**src/rtl/vga_timing_pkg.sv**
```systemverilog
// Shared 640x480@60Hz VGA timing constants, sync polarity and coordinate width.
// Pixel generators import this package so they agree with vga_sync on the frame geometry.
package vga_timing_pkg;

    localparam int COORD_W = 10;

    localparam int DEF_CLK_DIV   = 4;
    localparam int DEF_H_DISPLAY = 640;
    localparam int DEF_H_FRONT   = 16;
    localparam int DEF_H_SYNC    = 96;
    localparam int DEF_H_BACK    = 48;
    localparam int DEF_V_DISPLAY = 480;
    localparam int DEF_V_FRONT   = 10;
    localparam int DEF_V_SYNC    = 2;
    localparam int DEF_V_BACK    = 33;

    localparam int DEF_H_TOTAL  = DEF_H_DISPLAY + DEF_H_FRONT + DEF_H_SYNC + DEF_H_BACK;
    localparam int DEF_V_TOTAL  = DEF_V_DISPLAY + DEF_V_FRONT + DEF_V_SYNC + DEF_V_BACK;
    localparam int DEF_HS_START = DEF_H_DISPLAY + DEF_H_FRONT;
    localparam int DEF_HS_END   = DEF_HS_START + DEF_H_SYNC - 1;
    localparam int DEF_VS_START = DEF_V_DISPLAY + DEF_V_FRONT;
    localparam int DEF_VS_END   = DEF_VS_START + DEF_V_SYNC - 1;

    // Both sync pins are active-low in this mode.
    localparam logic SYNC_ACTIVE = 1'b0;

    function automatic logic [COORD_W-1:0] to_coord(input int value);
        return COORD_W'(value);
    endfunction

endpackage

```
**src/rtl/pixel_tick_gen.sv**
```systemverilog
// Divides the system clock down to a one-clk pixel enable every CLK_DIV clocks.
module pixel_tick_gen #(
    parameter int CLK_DIV = 4
) (
    input  logic clk,
    input  logic reset_n,
    output logic p_tick
);

    localparam int DIV_W = (CLK_DIV > 2) ? $clog2(CLK_DIV) : 1;
    localparam logic [DIV_W-1:0] DIV_LAST = DIV_W'(CLK_DIV - 1);

    logic [DIV_W-1:0] div;

    // p_tick rises on the edge that wraps div, so the first pulse lands CLK_DIV edges after reset.
    always_ff @(posedge clk or negedge reset_n) begin
        if (!reset_n) begin
            div    <= '0;
            p_tick <= 1'b0;
        end else begin
            div    <= (div == DIV_LAST) ? '0 : div + 1'b1;
            p_tick <= (div == DIV_LAST);
        end
    end

endmodule

```
**src/rtl/vga_sync.sv**
```systemverilog
// Free-running VGA scan counter with registered, mutually aligned x/y, video_on and sync outputs.
module vga_sync
    import vga_timing_pkg::*;
#(
    parameter int CLK_DIV   = DEF_CLK_DIV,
    parameter int H_DISPLAY = DEF_H_DISPLAY,
    parameter int H_FRONT   = DEF_H_FRONT,
    parameter int H_SYNC    = DEF_H_SYNC,
    parameter int H_BACK    = DEF_H_BACK,
    parameter int V_DISPLAY = DEF_V_DISPLAY,
    parameter int V_FRONT   = DEF_V_FRONT,
    parameter int V_SYNC    = DEF_V_SYNC,
    parameter int V_BACK    = DEF_V_BACK
) (
    input  logic               clk,
    input  logic               reset_n,
    output logic               p_tick,
    output logic [COORD_W-1:0] x,
    output logic [COORD_W-1:0] y,
    output logic               video_on,
    output logic               hsync,
    output logic               vsync
);

    localparam int H_TOTAL  = H_DISPLAY + H_FRONT + H_SYNC + H_BACK;
    localparam int V_TOTAL  = V_DISPLAY + V_FRONT + V_SYNC + V_BACK;

    localparam logic [COORD_W-1:0] H_LAST   = to_coord(H_TOTAL - 1);
    localparam logic [COORD_W-1:0] V_LAST   = to_coord(V_TOTAL - 1);
    localparam logic [COORD_W-1:0] H_VIS    = to_coord(H_DISPLAY);
    localparam logic [COORD_W-1:0] V_VIS    = to_coord(V_DISPLAY);
    localparam logic [COORD_W-1:0] HS_START = to_coord(H_DISPLAY + H_FRONT);
    localparam logic [COORD_W-1:0] HS_END   = to_coord(H_DISPLAY + H_FRONT + H_SYNC - 1);
    localparam logic [COORD_W-1:0] VS_START = to_coord(V_DISPLAY + V_FRONT);
    localparam logic [COORD_W-1:0] VS_END   = to_coord(V_DISPLAY + V_FRONT + V_SYNC - 1);

    logic [COORD_W-1:0] x_next;
    logic [COORD_W-1:0] y_next;
    logic               video_on_next;
    logic               hsync_next;
    logic               vsync_next;

    pixel_tick_gen #(
        .CLK_DIV (CLK_DIV)
    ) u_pixel_tick_gen (
        .clk     (clk),
        .reset_n (reset_n),
        .p_tick  (p_tick)
    );

    // Decode from the next-state position so registered flags line up with the registered x/y.
    always_comb begin
        x_next = x;
        y_next = y;
        if (p_tick) begin
            if (x == H_LAST) begin
                x_next = '0;
                y_next = (y == V_LAST) ? '0 : y + 1'b1;
            end else begin
                x_next = x + 1'b1;
            end
        end
        video_on_next = (x_next < H_VIS) && (y_next < V_VIS);
        hsync_next    = ((x_next >= HS_START) && (x_next <= HS_END)) ? SYNC_ACTIVE : ~SYNC_ACTIVE;
        vsync_next    = ((y_next >= VS_START) && (y_next <= VS_END)) ? SYNC_ACTIVE : ~SYNC_ACTIVE;
    end

    always_ff @(posedge clk or negedge reset_n) begin
        if (!reset_n) begin
            x        <= '0;
            y        <= '0;
            video_on <= 1'b1;
            hsync    <= ~SYNC_ACTIVE;
            vsync    <= ~SYNC_ACTIVE;
        end else begin
            x        <= x_next;
            y        <= y_next;
            video_on <= video_on_next;
            hsync    <= hsync_next;
            vsync    <= vsync_next;
        end
    end

endmodule

```
**config.mk**
```make
export PLATFORM = sky130hd
export DESIGN_NAME = vga_sync
export DESIGN_NICKNAME = d
export VERILOG_FILES = /design/src/rtl/vga_timing_pkg.sv /design/src/rtl/pixel_tick_gen.sv /design/src/rtl/vga_sync.sv
export SDC_FILE = /design/constraint.sdc
export NUM_CORES = 1
export LEC_CHECK = 0
export BUFFER_PORTS_ARGS = -buffer_cell sky130_fd_sc_hd__buf_2
export CAP_MARGIN = 20
export CORE_ASPECT_RATIO = 0.9
export CORE_MARGIN = 2
export CORE_UTILIZATION = 50
export DETAILED_ROUTE_END_ITERATION = 6
export GPL_TIMING_DRIVEN = 0
export PLACE_DENSITY_LB_ADDON = 0.1
export SLEW_MARGIN = 15
export SYNTH_ARGS = -nofsm -noshare
export SYNTH_HDL_FRONTEND = slang
export SYNTH_SLANG_ARGS = --single-unit
```
**constraint.sdc**
```tcl
create_clock -name clk -period 4.9 [get_ports clk]
set_clock_uncertainty 0.1 [all_clocks]
set_input_delay 0.98 -clock clk [delete_from_list [all_inputs] [get_ports clk]]
set_output_delay 0.98 -clock clk [all_outputs]
set_load 0.02 [all_outputs]
```
* Word-level counts from Yosys, hierarchy flattened
Index checks and enable logic that the tools add are counted.
** Cells by class
- Equal/unequal tests :: 3
- Order comparisons :: 6
- Multiplexer cells :: 8
- Reductions and logical operators :: 3
- Add/subtract/negate cells :: 3
** Operator list (count)
- 10-bit two-way mux :: 5
- 10-bit by 1-bit adder with 10-bit output, second input constant :: 2
- 10-bit == test, second input constant :: 2
- 10-bit >= comparator, second input constant :: 1
- 10-bit by 9-bit >= comparator with 1-bit output, second input constant :: 1
- 10-bit less-or-equal comparator, second input constant :: 1
- 10-bit by 9-bit less-or-equal comparator with 1-bit output, second input constant :: 1
- 10-bit less-than comparator, second input constant :: 1
- 10-bit by 9-bit less-than comparator with 1-bit output, second input constant :: 1
- 1-bit logical AND :: 3
- 2-bit by 1-bit adder with 2-bit output, second input constant :: 1
- 2-bit == test, second input constant :: 1
- 1-bit two-way mux :: 2
- 2-bit two-way mux :: 1
** Word-level totals
- Word-level logic and storage cells :: 30
- Register bits :: 26
- Output and inout port bits :: 24
- Input bits :: 2

* Longest topological paths before layout
Gate-level depths: netlist (run 1).
- Depth in word-level cells :: 7
- Mapped depth :: 8

* By module
A second synthesis (run 1) with hierarchy kept.
** Second synthesis, totals
- Cells, all modules :: 124
- Area total of the unflattened synthesis :: 1310.0 um2
** By module, submodules not included
- vga_sync :: cells an instance 119, instances 1, area an instance 1218.7 um2, seq. area each 579.3 um2
- pixel_tick_gen :: cells an instance 5, instances 1, area an instance 91.3 um2, seq. area each 75.1 um2

* Least setup slack after synthesis (run 1)
No wires, ideal clock.
- Path kind :: register to register
- From :: register x[7]
- To :: register video_on
- Required time :: 4701 ps
- Data arrival time :: 2678 ps
- Stages on the path, launching flop included :: 8
- Setup slack :: 2023 ps
- Clock period less this slack :: 2877 ps
- Path through :: dfrtp_1 -> buf_6 -> or4b_4 -> buf_6 -> or4_4 -> and4b_1 -> or3_4 -> a2111oi_4
** On the way
- Longest elaborated chain between the ends :: 5
- Elaborated cells between the ends (all ways) :: 9
- Those cells by class :: 1 x add/sub; 2 x order compare; 1 x eq/ne; 4 x mux; 1 x reduce/logical
** Ends and longest elaborated chain
- from (decl) :: RTL line vga_sync.sv:18 : output logic [COORD_W-1:0] x,
- from (signal assigned) :: RTL line vga_sync.sv:76 : x <= x_next;
- 10-bit by 1-bit adder with 10-bit output or 10-bit == test (tied branches) :: RTL line vga_sync.sv:60, vga_sync.sv:56
- 10-bit two-way mux :: RTL line vga_sync.sv:56 : if (x == H_LAST) begin
- 10-bit two-way mux :: RTL line vga_sync.sv:55 : if (p_tick) begin
- 10-bit less-than comparator or 10-bit by 9-bit less-than comparator with 1-bit output (tied branches) :: RTL line vga_sync.sv:63 : video_on_next = (x_next < H_VIS) && (y_next < V_VIS);
- 1-bit logical AND (*) :: RTL line vga_sync.sv:63
- net video_on_next :: RTL line vga_sync.sv:39 : logic video_on_next;
- to (signal assigned) :: RTL line vga_sync.sv:78 : video_on <= video_on_next;
- to (decl) :: RTL line vga_sync.sv:20 : output logic video_on,
Mark *: on every way through the listed nets, which the timed path passes. The rest lies on a longest branch.

* Worst setup path after layout (run 1)
- From :: register x[0]
- To :: register vsync
** On the way
- Longest elaborated chain between the ends :: 6
- Elaborated cells between the ends (all ways) :: 7
- Those cells by class :: 2 x order compare; 1 x eq/ne; 3 x mux; 1 x reduce/logical
** Ends and longest elaborated chain
- 10-bit == test (*) :: RTL line vga_sync.sv:56
- 10-bit two-way mux (*) :: RTL line vga_sync.sv:56
- 10-bit two-way mux (*) :: RTL line vga_sync.sv:55
- 10-bit by 9-bit >= comparator with 1-bit output or 10-bit by 9-bit less-or-equal comparator with 1-bit output (tied branches) :: RTL line vga_sync.sv:65 : vsync_next = ((y_next >= VS_START) && (y_next <= VS_END)) ? SYNC_ACTIVE : ~SYNC_ACTIVE;
- 1-bit logical AND (*) :: RTL line vga_sync.sv:65
- 1-bit two-way mux (*) :: RTL line vga_sync.sv:65
- net vsync_next :: RTL line vga_sync.sv:41 : logic vsync_next;
- to (signal assigned) :: RTL line vga_sync.sv:74 : vsync <= ~SYNC_ACTIVE;
- to (signal assigned) :: RTL line vga_sync.sv:80 : vsync <= vsync_next;
- to (decl) :: RTL line vga_sync.sv:22 : output logic vsync
Marks and branches as above.

==> metrics.txt, run 1 <==
Reg2Reg Depth 7; antenna-violating nets left 0; footprint of the multi-input gates ~800 um^2; Avg Inst Size Synth ~9.4 um^2; final hold vios 0; die height approximately 57 um; kind of critical path flop to flop; RSZ-0062 raised after global routing no; Area Overhead vs Synth 14.9%; # hold bufs at CTS 0; first-pass detailed-route iteration total 4; CTS clk-pin slew, worst paths between 100 and 150 ps; Post-synth top flop dfrtp_1; Post-Syn Area ~1500 um^2; Starting Density roughly 50%; Critical Path RT a little over 5000 ps; dpl cell area ~1700 um^2; Tightest Pin Transition between 1000 and 1500 ps; nets 200; global-route wire length before repair 5990 um; hold depth 1; placed insts between 200 and 250; root buf cell clkbuf_4; Hold WC Path Type flop to flop; Finished Layout Cells between 200 and 250; Synth cell types 44; initial antenna violation count 0; FF+latch count, synth 26; CP peak stage delay approximately 880 ps; Slew headroom a little under a third; status completed; sequential area share after synthesis between 40 and 50%; Crit Path Max Fanout 10; synthesized netlist cell count around 160; CP Capture Type flop; Period Utilization, post-route between 60% and 70%; reg2reg setup slack 1840 ps; Yosys Warn Count 0; Fin Setup TNS 0 ps; total detailed-routing wirelength about 3500 um; worst r2r dst vsync$_DFF_PN1_; Worst EP arrival between 3000 and 4000 ps; Power Dens Cells 207 nW/um^2; Row Count 19; Post-Layout Inst Area roughly 1800 um^2; layout cells sized above 1 20.2%; I/O pins 26; GRT Overall Usage approximately 22%; crit path from x[0]$_DFF_PN0_; DP HPWL roughly 2500 um; Die Width about 63 um; Critical Path Start Type flop; Starting DRT DRC Count 74; Worst VDD drop between 0.1 and 0.15 mV; CP cell instances ha_1, clkbuf_1, nand2_1, nor3_1, a21oi_1, nor3b_1, nand4_1; leakage power approximately 0.72 nW; # resized after CTS 0; drt wl/cell 14.8 um; Vias/cell between 5 and 6; Worst R2R Start x[0]$_DFF_PN0_; core area between 2000 and 3000 um^2; vias between 1000 and 1500; Hold Path Sink u_pixel_tick_gen.div[0]$_DFF_PN0_; register area approximately 650 um^2; Congestion Overflow GR 0; worst-skew pair later-pin latency 320 ps; final number of max-transition violations 0; GP Congestion about 0.79; fill cell count around 290; Final setup viols 0; min-delay src u_pixel_tick_gen.div[0]$_DFF_PN0_; worst slack, placed between 1500 and 2000 ps; Max-cap violations 0; Buffers on Ports 25; postcts setup bufs 0; CTS Sinks 26; Hold WS 338 ps; CTS H-tree lvls 1; CTS tree built; DR DRC count 0; Synth Net Count 170; largest net degree at the start of global routing 27; Slowest cell on crit path nor3_1; Post-synth ARST share 100%; ant diodes 0; Post-synth EDFFs 0; vias in the first global route between 1000 and 1500; Max Buffers Root-to-Sink 2; total CTS buffers 3; Die ar. 3540 um^2; Min Clock Period, post-route 3060 ps; Final WS setup 1840 ps; Max Clk Rate about 330 MHz
-- cells by family (layout without fill, tap and decap cells) --
| kind of cell | count (synthesis) | in the layout | share of synthesized area, % |
|---|---|---|---|
| XOR/XNOR | 11 | 11 | 6.25 |
| adder cells (fa/ha/maj) | 4 | 4 | 3.25 |
| multiplexers | 2 | 2 | 1.30 |
| AO/OA/AOI/OAI | 28 | 28 | 13.8 |
| AND/OR/NAND/NOR | 76 | 76 | 27.8 |
| flip-flops | 26 | 26 | 42.5 |
| buffers and inverters | 17 | 46 | 5.11 |
-- cells in the final DEF, fill, tap and decap left out, drive strengths merged, types with 7 or more instances in the layout --
cell type  count
buf           28
dfrtp         23
nand2         15
nor2          13
nand3         10
clkbuf        10
inv            7
nand4          7
xnor2          7
o21ai          7
-- area by class of cell --
cell class | count | area share, %
well taps | 42 | 2.97
clock buffers | 3 | 1.27
flip-flops and latches | 26 | 36.9
repair buffers | 25 | 7.06
plain buffers | 10 | 2.97
inverters | 7 | 1.48
clock inverters | 1 | 1.69
multi-input cells | 121 | 45.6
-- state kept, by name, summed over array words and instances (netlist names) --
signal	flops
hsync	1
u_pixel_tick_gen.div	2
u_pixel_tick_gen.p_tick	1
video_on	1
vsync	1
x	10
y	10
-- layer usage --
metal  vias to the layer above  wire length (um)  global-route usage, %
met4                         0               115                   10.5
met5                         -                 0                      0
li1                        661                 -                      -
met1                       642              1540                   29.0
met3                        12               191                   3.41
met2                        50              1640                   34.3
-- critical path, delay by kind of cell (launching register included) --
kind	cells	cell delay [ps]
simple gates	4	1700
buf+inv	1	340
flops	1	480
compound gates	1	140
fa+ha+maj	1	210
-- cells in the mapped netlist, types with 2 or more instances --
| master | instances | area (um^2) |
|---|---|---|
| a211o_1 | 2 | 17.5 |
| a21o_1 | 2 | 15.0 |
| a21oi_1 | 4 | 20.0 |
| a22oi_1 | 2 | 15.0 |
| and4b_1 | 2 | 20.0 |
| buf_6 | 2 | 22.5 |
| clkbuf_1 | 7 | 26.3 |
| dfrtp_1 | 23 | 576 |
| dfstp_2 | 3 | 78.8 |
| ha_1 | 4 | 50.1 |
| inv_1 | 7 | 26.3 |
| mux2i_1 | 2 | 20.0 |
| nand2_1 | 15 | 56.3 |
| nand2b_1 | 2 | 12.5 |
| nand3_1 | 10 | 50.1 |
| nand3b_1 | 2 | 15.0 |
| nand4_1 | 7 | 43.8 |
| nor2_1 | 13 | 48.8 |
| nor3_1 | 5 | 25.0 |
| nor3b_1 | 3 | 22.5 |
| nor4_1 | 4 | 25.0 |
| o21ai_0 | 6 | 30.0 |
| o31ai_1 | 3 | 22.5 |
| o41ai_1 | 2 | 17.5 |
| or3_1 | 4 | 25.0 |
| xnor2_1 | 7 | 61.3 |
| xor2_1 | 4 | 35.0 |
-- worst max-delay path by stage --
| stage | slack (ps) | cells after the start | end |
|---|---|---|---|
| after floorplan | 2020 | 7 | video_on$_DFF_PN1_ |
| after global placement | 1930 | 7 | vsync$_DFF_PN1_ |
| after detailed placement | 1930 | 7 | video_on$_DFF_PN1_ |
| after CTS | 1880 | 7 | video_on$_DFF_PN1_ |
| after global routing | 1530 | 7 | video_on$_DFF_PN1_ |
| final | 1840 | 7 | vsync$_DFF_PN1_ |
-- power breakdown --
| part | switching, mW | internal (mW) | leakage, nW |
|---|---|---|---|
| Clock | 0.0653 | 0.0827 | 0.0279 |
| Sequential | 0 | 0.215 | 0.339 |
| Combinational | 0.00399 | 0.000285 | 0.353 |
| Total | 0.0693 | 0.298 | 0.720 |
-- per-stage QoR --
stage	power, mW	utilization, %
global placement	0.223	57.4
floorplan	0.219	-
finish	0.367	59.1
global route	0.380	59.1
CTS	0.373	59.1
detailed placement	0.223	57.4
Note: power is estimated with default switching activity, not from simulation.
==> run 2, diff against run 1 <==
==> constraint.sdc (replaced) <==
create_clock -name clk -period 2.8 [get_ports clk]
set_clock_uncertainty 0.1 [all_clocks]
set_input_delay 0.56 -clock clk [delete_from_list [all_inputs] [get_ports clk]]
set_output_delay 0.56 -clock clk [all_outputs]
set_load 0.02 [all_outputs]
==> run 2 against run 1 <==
  * Core utilization increased by 2.9 points
  * Combinational power increased by 70%
  * Sequential power up 75%
  * Critical endpoint is now video_on$_DFF_PN1_
  * Largest cell class unchanged
  * Highest routed layer unchanged
==> metrics.txt, run 2 (synthesis results as in run 1) <==
status completed; Comb power frac approximately 1.1%; CP Capture Type flop; global-route wire length before repair approximately 5900 um; Max Clk Rate about 360 MHz; Crit path buffers/inverters 0; registers with the most flip-flops x (10), y (10), u_pixel_tick_gen.div (2); Period Utilization, post-route a little over nine tenths; Max-cap violations 0; Hold WC Path Type input pin to async pin; CP cell instances or4b_4, or4_4, and4b_1, or3_4, a2111oi_4; Post-Layout Inst Area ~1900 um^2; Crit Path Max Fanout 7; Worst VDD drop between 0.2 and 0.25 mV; die height 56.7 um; fill cell count ~270; DP HPWL approximately 2400 um; core area around 3000 um^2; CTS H-tree lvls 1; Final setup viols 0; kind of critical path flop to flop; clock share of power between 40% and 50%; total CTS buffers 3; I/O pins 26; CTS clk-pin slew, worst paths 140 ps; Starting Density 51.5%; drt wl/cell ~14 um; Tightest Pin Transition 550 ps; worst-skew pair later-pin latency 330 ps; root buf cell clkbuf_4; switch share 18.7%; # hold bufs at CTS 0; initial antenna violation count 0; Buffers on Ports 25; vias roughly 1400; Max Buffers Root-to-Sink 2; Internal between 500 and 600 uW; nets about 210; GRT Overall Usage a little over a fifth; Vias/cell just under 6; Slowest cell on crit path or4b_4; largest net degree at the start of global routing 27; Starting DRT DRC Count 107; layout cells sized above 1 27.5%; Die ar. 3540 um^2; Critical Path RT slightly below 3000 ps; Critical Path Start Type flop; CP peak stage delay roughly 600 ps; Slew headroom between 60 and 70%; final hold vios 0; Worst EP arrival just under 3000 ps; Area Overhead vs Synth 20.6%; ant diodes 0; Row Count 19; antenna-violating nets left 0; final number of max-transition violations 0; Min Clock Period, post-route roughly 2800 ps; dpl cell area ~1700 um^2; Die Width between 60 and 70 um; cell family with most CP delay simple AND/OR/NAND/NOR gates; final core utilization 62.1%; sw power roughly 120 uW; Congestion Overflow GR 0; GP Congestion around 0.82; total detailed-routing wirelength between 3000 and 4000 um; DR DRC count 0; CTS Sinks 26; most common cell after layout, fill and taps aside buf_2; Power Dens Cells roughly 340 nW/um^2; vias in the first global route between 1000 and 1500; sequential share of power 58.6%; CTS tree built; leakage power a little under 0.8 nW; first-pass detailed-route iteration total 5; most frequent cells in the layout buf_2, dfrtp_1, nand2_1, nor2_1
## run 2: changes by cell type in the layout (fill, tap and decap cells not counted), moves of 2 or more
cell,before,now
buf_4,0,10
dfrtp_1,23,20
dfrtp_2,0,3
buf_6,2,0
clkbuf_1,7,5
## run 2: worst register-to-register path, stage by stage, from the launching register on
cell	delay, ps
dfrtp_2	460
or4b_4	600
or4_4	530
and4b_1	220
or3_4	410
a2111oi_4	360
## run 2: worst paths after layout
path	startpoint	endpoint	slack (ps)	cells past startpoint
max	x[7]$_DFF_PN0_	video_on$_DFF_PN1_	30	5
max reg2reg	x[7]$_DFF_PN0_	video_on$_DFF_PN1_	30	5
min in group clk	u_pixel_tick_gen.div[0]$_DFF_PN0_	u_pixel_tick_gen.div[0]$_DFF_PN0_	340	1
max in group asynchronous	reset_n	x[6]$_DFF_PN0_	2110	1
min	reset_n	u_pixel_tick_gen.div[0]$_DFF_PN0_	100	1
min reg2reg	u_pixel_tick_gen.div[0]$_DFF_PN0_	u_pixel_tick_gen.div[0]$_DFF_PN0_	340	1
## run 2: layer usage
layer | routed length (um) | global-route usage [%]
met5 | 0 | 0
met4 | 46 | 6.35
met3 | 172 | 2.81
met2 | 1570 | 31.2
met1 | 1670 | 31.7
## run 2: final cells by class
| cell class | count | area (um^2) | area share (%) |
|---|---|---|---|
| multi-input combinational | 121 | 842 | 45.3 |
| inverter | 7 | 26.3 | 1.41 |
| tap | 42 | 52.6 | 2.83 |
| clock inverter | 1 | 30.0 | 1.62 |
| buffer | 7 | 27.5 | 1.48 |
| sequential | 26 | 658 | 35.4 |
| clock buffer | 3 | 22.5 | 1.21 |
| timing repair buffer | 35 | 200 | 10.8 |
## run 2: power by group through the flow
stage                     clock [mW]  sequential [mW]  combinational [mW]
after detailed placement           0            0.383             0.00823
final                          0.258            0.376             0.00726
after global routing           0.284            0.376             0.00919
after global placement             0            0.383             0.00790
after floorplan                    0            0.383         0.000000231
after CTS                      0.268            0.376             0.00804
## run 2: through the flow
stage | worst slack [ps] | total power, mW | hold slack [ps] | TNS [ps] | cells
global route | -18.2 | 0.669 | 129 | -18.2 | 242
CTS | 50.4 | 0.652 | 114 | 0 | 235
finish | 34.3 | 0.641 | 97.5 | 0 | 242
global placement | -235 | 0.391 | 314 | -444 | 231
detailed placement | -287 | 0.391 | 322 | -531 | 231
floorplan | 59.7 | 0.383 | 164 | 0 | 164
## run 2: timing repair
action	in CTS	in global routing
setup buffers	0	10
pin swaps	1	6
gates resized for setup	3	6
setup endpoints to repair	3	3
hold endpoints to repair	0	0
